$ cat config.mk
export PLATFORM = sky130hd
export DESIGN_NAME = sfp_seq
export DESIGN_NICKNAME = d
export VERILOG_FILES = /design/src/rtl/sfp_defs.sv /design/src/rtl/sfp_ctrl_pipe.sv /design/src/rtl/sfp_seq.sv
export SDC_FILE = /design/constraint.sdc
export NUM_CORES = 1
export LEC_CHECK = 0
export BUFFER_PORTS_ARGS = -buffer_cell sky130_fd_sc_hd__buf_2
export CAP_MARGIN = 30
export CELL_PAD_IN_SITES_DETAIL_PLACEMENT = 1
export CELL_PAD_IN_SITES_GLOBAL_PLACEMENT = 2
export CORE_UTILIZATION = 37
export CTS_BUF_LIST = sky130_fd_sc_hd__clkbuf_8
export DETAILED_ROUTE_END_ITERATION = 12
export PLACE_DENSITY_LB_ADDON = 0.1
export SYNTH_ARGS = -nofsm -noshare
export SYNTH_HDL_FRONTEND = slang
export SYNTH_SLANG_ARGS = --single-unit
$ cat constraint.sdc
create_clock -name clk -period 4.06 [get_ports clk]
set_clock_uncertainty 0.05 [all_clocks]
set_input_delay 0.812 -clock clk [delete_from_list [all_inputs] [get_ports clk]]
set_output_delay 0.812 -clock clk [all_outputs]
set_load 0.02 [all_outputs]
$ cat src/rtl/sfp_defs.sv
// Shared definitions for the softmax row sequencer and sfp_row: state encodings,
// datapath latencies and drain lengths.
package sfp_defs;

  localparam logic [2:0] ST_IDLE      = 3'd0;
  localparam logic [2:0] ST_ACC       = 3'd1;
  localparam logic [2:0] ST_ACC_DRAIN = 3'd2;
  localparam logic [2:0] ST_SYNC      = 3'd3;
  localparam logic [2:0] ST_DIV       = 3'd4;
  localparam logic [2:0] ST_DIV_DRAIN = 3'd5;

  typedef enum logic [2:0] {
    IDLE      = ST_IDLE,
    ACC       = ST_ACC,
    ACC_DRAIN = ST_ACC_DRAIN,
    SYNC      = ST_SYNC,
    DIV       = ST_DIV,
    DIV_DRAIN = ST_DIV_DRAIN
  } state_t;

  localparam int SRAM_RD_LAT   = 1;
  localparam int SFP_DIV_LAT   = 1;
  localparam int ACC_DRAIN_CYC = 2;
  // The divide phase drains until the last read has crossed both the SRAM and the divider.
  localparam int DIV_DRAIN_CYC = SRAM_RD_LAT + SFP_DIV_LAT;

endpackage

$ cat src/rtl/sfp_ctrl_pipe.sv
// Delay line that lines up acc/div/fifo_ext_rd with SRAM read data and the
// omem write strobe and row address with the divider output.
module sfp_ctrl_pipe
  import sfp_defs::*;
#(
  parameter int addr_bw = 4,
  parameter int rd_lat  = SRAM_RD_LAT,
  parameter int div_lat = SFP_DIV_LAT
) (
  input  logic               clk,
  input  logic               reset,
  input  logic               acc_req,
  input  logic               div_req,
  input  logic [addr_bw-1:0] row_in,
  output logic               acc,
  output logic               div,
  output logic               fifo_ext_rd,
  output logic               omem_wr,
  output logic [addr_bw-1:0] omem_addr
);

  logic [rd_lat-1:0]  acc_sr;
  logic [rd_lat-1:0]  div_sr;
  logic [addr_bw-1:0] row_sr [rd_lat];
  logic [div_lat-1:0] wr_sr;
  logic [addr_bw-1:0] waddr_sr [div_lat];

  always_ff @(posedge clk) begin
    if (reset) begin
      acc_sr <= '0;
      div_sr <= '0;
      wr_sr  <= '0;
      for (int i = 0; i < rd_lat; i++) row_sr[i] <= '0;
      for (int i = 0; i < div_lat; i++) waddr_sr[i] <= '0;
    end else begin
      acc_sr[0]   <= acc_req;
      div_sr[0]   <= div_req;
      row_sr[0]   <= row_in;
      for (int i = 1; i < rd_lat; i++) begin
        acc_sr[i] <= acc_sr[i-1];
        div_sr[i] <= div_sr[i-1];
        row_sr[i] <= row_sr[i-1];
      end
      // The write stage follows the divide strobe, carrying the row index it divided.
      wr_sr[0]    <= div_sr[rd_lat-1];
      waddr_sr[0] <= row_sr[rd_lat-1];
      for (int i = 1; i < div_lat; i++) begin
        wr_sr[i]    <= wr_sr[i-1];
        waddr_sr[i] <= waddr_sr[i-1];
      end
    end
  end

  assign acc         = acc_sr[rd_lat-1];
  assign div         = div_sr[rd_lat-1];
  assign fifo_ext_rd = div_sr[rd_lat-1];
  assign omem_wr     = wr_sr[div_lat-1];
  assign omem_addr   = waddr_sr[div_lat-1];

endmodule

$ cat src/rtl/sfp_seq.sv
// Softmax sequencer: accumulate, two-core sum sync, divide. Build with
// SFP_SEQ_PERF_EN to add the perf_cycles pass-length counter.
module sfp_seq
  import sfp_defs::*;
#(
  parameter int row_num = 8,
  parameter int addr_bw = 4,
  parameter int cnt_bw  = 16
) (
  input  logic               clk,
  input  logic               reset,
  input  logic               start,
  output logic               busy,
  output logic               done,
  output logic               pmem_rd,
  output logic [addr_bw-1:0] pmem_addr,
  output logic               acc,
  output logic               div,
  output logic               fifo_ext_rd,
  output logic               sum_rdy_out,
  input  logic               peer_sum_rdy,
  output logic               omem_wr,
  output logic [addr_bw-1:0] omem_addr,
  output state_t             state
`ifdef SFP_SEQ_PERF_EN
  ,
  output logic [cnt_bw-1:0]  perf_cycles
`endif
);

  if (row_num < 1 || row_num > 15 || row_num > 2**addr_bw) begin : g_bad_row_num
    $error("sfp_seq: row_num must be 1..15 and fit in addr_bw bits");
  end
  if (cnt_bw < 1) begin : g_bad_cnt_bw
    $error("sfp_seq: cnt_bw must be at least 1");
  end

  localparam logic [addr_bw-1:0] LAST_ROW       = addr_bw'(row_num - 1);
  localparam logic [2:0]         ACC_DRAIN_LAST = 3'(ACC_DRAIN_CYC - 1);
  localparam logic [2:0]         DIV_DRAIN_LAST = 3'(DIV_DRAIN_CYC - 1);
  localparam logic [2:0]         DONE_AT        = 3'(DIV_DRAIN_CYC - 2);

  logic [2:0] drain;

  // Handshake: sum_rdy_out is raised one cycle after SYNC is entered and both
  // cores leave SYNC on the first edge where their registered flags overlap,
  // so the two DIV phases begin on the same edge.
  always_ff @(posedge clk) begin
    if (reset) begin
      state       <= IDLE;
      busy        <= 1'b0;
      done        <= 1'b0;
      pmem_rd     <= 1'b0;
      pmem_addr   <= '0;
      sum_rdy_out <= 1'b0;
      drain       <= '0;
    end else begin
      done <= 1'b0;
      unique case (state)
        IDLE: begin
          if (start) begin
            state     <= ACC;
            busy      <= 1'b1;
            pmem_rd   <= 1'b1;
            pmem_addr <= '0;
          end
        end
        ACC: begin
          if (pmem_addr == LAST_ROW) begin
            state     <= ACC_DRAIN;
            pmem_rd   <= 1'b0;
            pmem_addr <= '0;
            drain     <= '0;
          end else begin
            pmem_addr <= pmem_addr + 1'b1;
          end
        end
        ACC_DRAIN: begin
          if (drain == ACC_DRAIN_LAST) begin
            state <= SYNC;
            drain <= '0;
          end else begin
            drain <= drain + 3'd1;
          end
        end
        SYNC: begin
          if (sum_rdy_out && peer_sum_rdy) begin
            state       <= DIV;
            sum_rdy_out <= 1'b0;
            pmem_rd     <= 1'b1;
            pmem_addr   <= '0;
          end else begin
            sum_rdy_out <= 1'b1;
          end
        end
        DIV: begin
          if (pmem_addr == LAST_ROW) begin
            state     <= DIV_DRAIN;
            pmem_rd   <= 1'b0;
            pmem_addr <= '0;
            drain     <= '0;
          end else begin
            pmem_addr <= pmem_addr + 1'b1;
          end
        end
        DIV_DRAIN: begin
          // done lands in the final drain cycle, together with the last omem write.
          if (drain == DIV_DRAIN_LAST) begin
            state <= IDLE;
            busy  <= 1'b0;
            drain <= '0;
          end else begin
            drain <= drain + 3'd1;
            done  <= (drain == DONE_AT);
          end
        end
        default: state <= IDLE;
      endcase
    end
  end

  logic acc_req;
  logic div_req;

  assign acc_req = pmem_rd && (state == ACC);
  assign div_req = pmem_rd && (state == DIV);

  sfp_ctrl_pipe #(
    .addr_bw (addr_bw),
    .rd_lat  (SRAM_RD_LAT),
    .div_lat (SFP_DIV_LAT)
  ) u_pipe (
    .clk         (clk),
    .reset       (reset),
    .acc_req     (acc_req),
    .div_req     (div_req),
    .row_in      (pmem_addr),
    .acc         (acc),
    .div         (div),
    .fifo_ext_rd (fifo_ext_rd),
    .omem_wr     (omem_wr),
    .omem_addr   (omem_addr)
  );

`ifdef SFP_SEQ_PERF_EN
  logic [cnt_bw-1:0] cnt;
  logic [cnt_bw-1:0] cnt_nxt;

  always_comb begin
    cnt_nxt = cnt;
    if (cnt != '1) cnt_nxt = cnt + 1'b1;
  end

  // The done cycle is itself busy, so the latched value includes it.
  always_ff @(posedge clk) begin
    if (reset) begin
      cnt         <= '0;
      perf_cycles <= '0;
    end else begin
      if (state == IDLE && start) cnt <= '0;
      else if (busy) cnt <= cnt_nxt;
      if (done) perf_cycles <= cnt_nxt;
    end
  end
`endif

endmodule

==> metrics <==
outcome finished with violations; violated checks design-rule violations; layout cells sized above 1 between 20 and 30%; Fin. Hold Viols 0; CTS tree yes; Worst R2R Path Depth 4; slowest stage cell, crit path dfxtp_1; Worst slew margin roughly 58%; Nets 140; Die Width 57.4 um; post-DR vias/cell ~5.3; Post-Synthesis Cells between 100 and 150; total CTS buffers 3; CTS root buf clkbuf_8; Peak Freq 468 MHz; CORE AREA 0.00283 mm2; Clk network pwr share about a fifth; min setup slack post-route 1920 ps; switch share approximately two fifths; CTS H-tree lvls 1; crit path launch type flop; sequential share of power around 45%; post-synth top area share between 40% and 50%; syn avg cell area between 9 and 10 um2; CP startpoint state[0]; commonest cells in the netlist 25 x dfxtp_1, 12 x nor2_1, 10 x nor2b_1; Site Rows 19; reg-to-reg endpoint state[1]; Synth area leaders dfxtp_1 44%, nor2b_1 5.5%, mux2_4 4.0%; Reg clk slew, reported paths 90 ps; vias in the first global route roughly 810; most common cell in the netlist dfxtp_1; Final Setup Violations 0; drt pass-1 iters 8; worst-margin pin slew 622 ps; net switching power approximately 0.29 mW; die height around 57 um; I/O pin cnt 23; Initial Utilization between 40% and 50%; Yosys warnings 0; first-pass GRT wire length between 4000 and 5000 um; CP delay by family, top flip-flops; Crit path required time 3200 ps; post-synthesis sequential area ratio about 44%; ys flop type dfxtp_1; CP Depth 1; period utilization roughly 53%; initial antenna violation count 0; grt met2 use 25.9%; total number of vias approximately 870; Crit. End Element output port; Placement Cell Area around 0.0012 mm2; number of flops mapped to enable cells by yosys 0; GR Util met1 about 20%; clk sinks 25; Setup Fix Bufs, Post-CTS 0; clock latency on the worst-skew pair 270 ps; Crit Path Class reg2out; register-to-register setup slack ~2200 ps; initial drt markers 20; asr flop ratio synth 0%; ANT nets after route 0; Critical Path End state[0]; GR peak layer met2; RSZ-0062 raised after global routing false; pin count of the biggest net entering global routing 29; Place WS 2110 ps; Reg-to-Reg Start state[0]; I/O Buffers 22; Diodes inserted 0; hold_buf cts 0; Pins Over Slew Limit 0; crit path max fanout 16; DPL Wire Length around 1700 um; grt total ovfl 0; Buf/Inv on CP 1; GR met3 Demand/Resource between 4 and 5%; Synth cell types 42; layout overhead on the synthesized area 12.7%; P_leak about 0.55 nW; critical path cell sequence buf_2; gr usage total 15.9%; Max Cap Viol 0; PD cells 583 mW/mm2; Synth area leader dfxtp_1; fillers 336; CP peak stage delay 730 ps; design area 0.00128 mm2; Post-route DRC 1; CP Data Arrival Time approximately 1300 ps; Worst VDD drop slightly below 0.0003 V; final WL 2370 um; Yosys reg bits 25; Placer Congestion between 0.8 and 0.9; die area roughly 0.0033 mm2; hold crit path type reg2reg; Setup TNS Final 0 ps; post-layout min period approximately 2100 ps; Logic pwr share around a third; Max Root-Sink Buffers 2; Syn Nets ~120; minimum hold slack approximately 390 ps; DR WL/cell ~14 um; post-synthesis cell area between 0.001 and 0.0015 mm2; CTS resizes 0; Pint around 0.46 mW
==> cell usage in the layout (no fill, tap or decap), types with 2 or more instances in the layout <==
cell      synthesis  layout
a211oi_2          2       2
and2_1            2       2
nand3_1           5       5
nor3_1            8       8
nor2b_1          10      10
mux2i_1           2       2
buf_2             1      22
nor2_1           12      12
a31oi_1           2       2
nand3b_1          3       3
inv_1             4       4
a21oi_1           4       4
xor2_1            2       2
dfxtp_1          25      25
xnor2_1           2       2
clkbuf_8          0       3
mux2_4            3       3
==> power by group through the flow <==
stage,clock [mW],sequential [mW],combinational (mW)
6_report,0.149,0.339,0.259
5_1_grt,0.164,0.350,0.279
4_1_cts,0.155,0.339,0.261
3_5_place_dp,0,0.344,0.256
3_3_place_gp,0,0.345,0.253
2_1_floorplan,0,0.339,0.209
==> area by class of cell <==
| class | instances | area, um2 | area share [%] |
|---|---|---|---|
| clock buffer | 3 | 41.3 | 3.22 |
| clock inverter | 1 | 7.51 | 0.586 |
| inverter | 4 | 15.0 | 1.17 |
| multi-input combinational | 79 | 568 | 44.3 |
| sequential | 25 | 500 | 39.1 |
| tap | 31 | 38.8 | 3.03 |
| timing repair buffer | 22 | 110 | 8.59 |
==> sequential cells by signal (all words and copies together), names as in the netlist <==
signal	count
u_pipe.acc	1
pmem_rd	1
state	3
u_pipe.waddr_sr	4
sum_rdy_out	1
u_pipe.row_sr	4
u_pipe.omem_wr	1
pmem_addr	4
busy	1
done	1
u_pipe.div	1
drain	3
==> worst min path at each step <==
stage	cells after the start	slack [ps]	start	end
6_report	1	390	u_pipe.row_sr[0][2]	u_pipe.waddr_sr[0][2]
5_1_grt	1	410	u_pipe.row_sr[0][1]	u_pipe.waddr_sr[0][1]
4_1_cts	1	400	u_pipe.row_sr[0][2]	u_pipe.waddr_sr[0][2]
3_5_place_dp	1	370	u_pipe.row_sr[0][2]	u_pipe.waddr_sr[0][2]
3_3_place_gp	1	370	u_pipe.row_sr[0][1]	u_pipe.waddr_sr[0][1]
2_1_floorplan	1	360	u_pipe.row_sr[0][0]	u_pipe.waddr_sr[0][0]
==> cell families (layout without fill, tap and decap cells) <==
group / Yosys count / in the layout / synth area share, %
AOI/OAI and AO/OA: 19 / 19 / 13.4
xor gates and xnor gates: 4 / 4 / 3.08
adders and majority gates: 1 / 1 / 1.10
buffers and inverters: 12 / 30 / 6.05
DFF: 25 / 25 / 44.0
muxes: 5 / 5 / 5.72
and+or+nand+nor: 50 / 50 / 26.6
==> per-stage QoR <==
stage          util, %  total power [mW]  cells
2_1_floorplan        -             0.548    116
3_3_place_gp      43.6             0.597    161
3_5_place_dp      43.6             0.601    161
4_1_cts           45.3             0.755    165
5_1_grt           45.3             0.793    165
6_report          45.3             0.747    165
==> metal layers <==
metal / vias to the layer above / part of all wire (%)
li1: 437 / -
met1: 412 / 46
met2: 16 / 49
met3: 4 / 3.8
met4: 0 / 0.93
met5: - / 0
No activity file was read; power rests on OpenSTA's default activity.
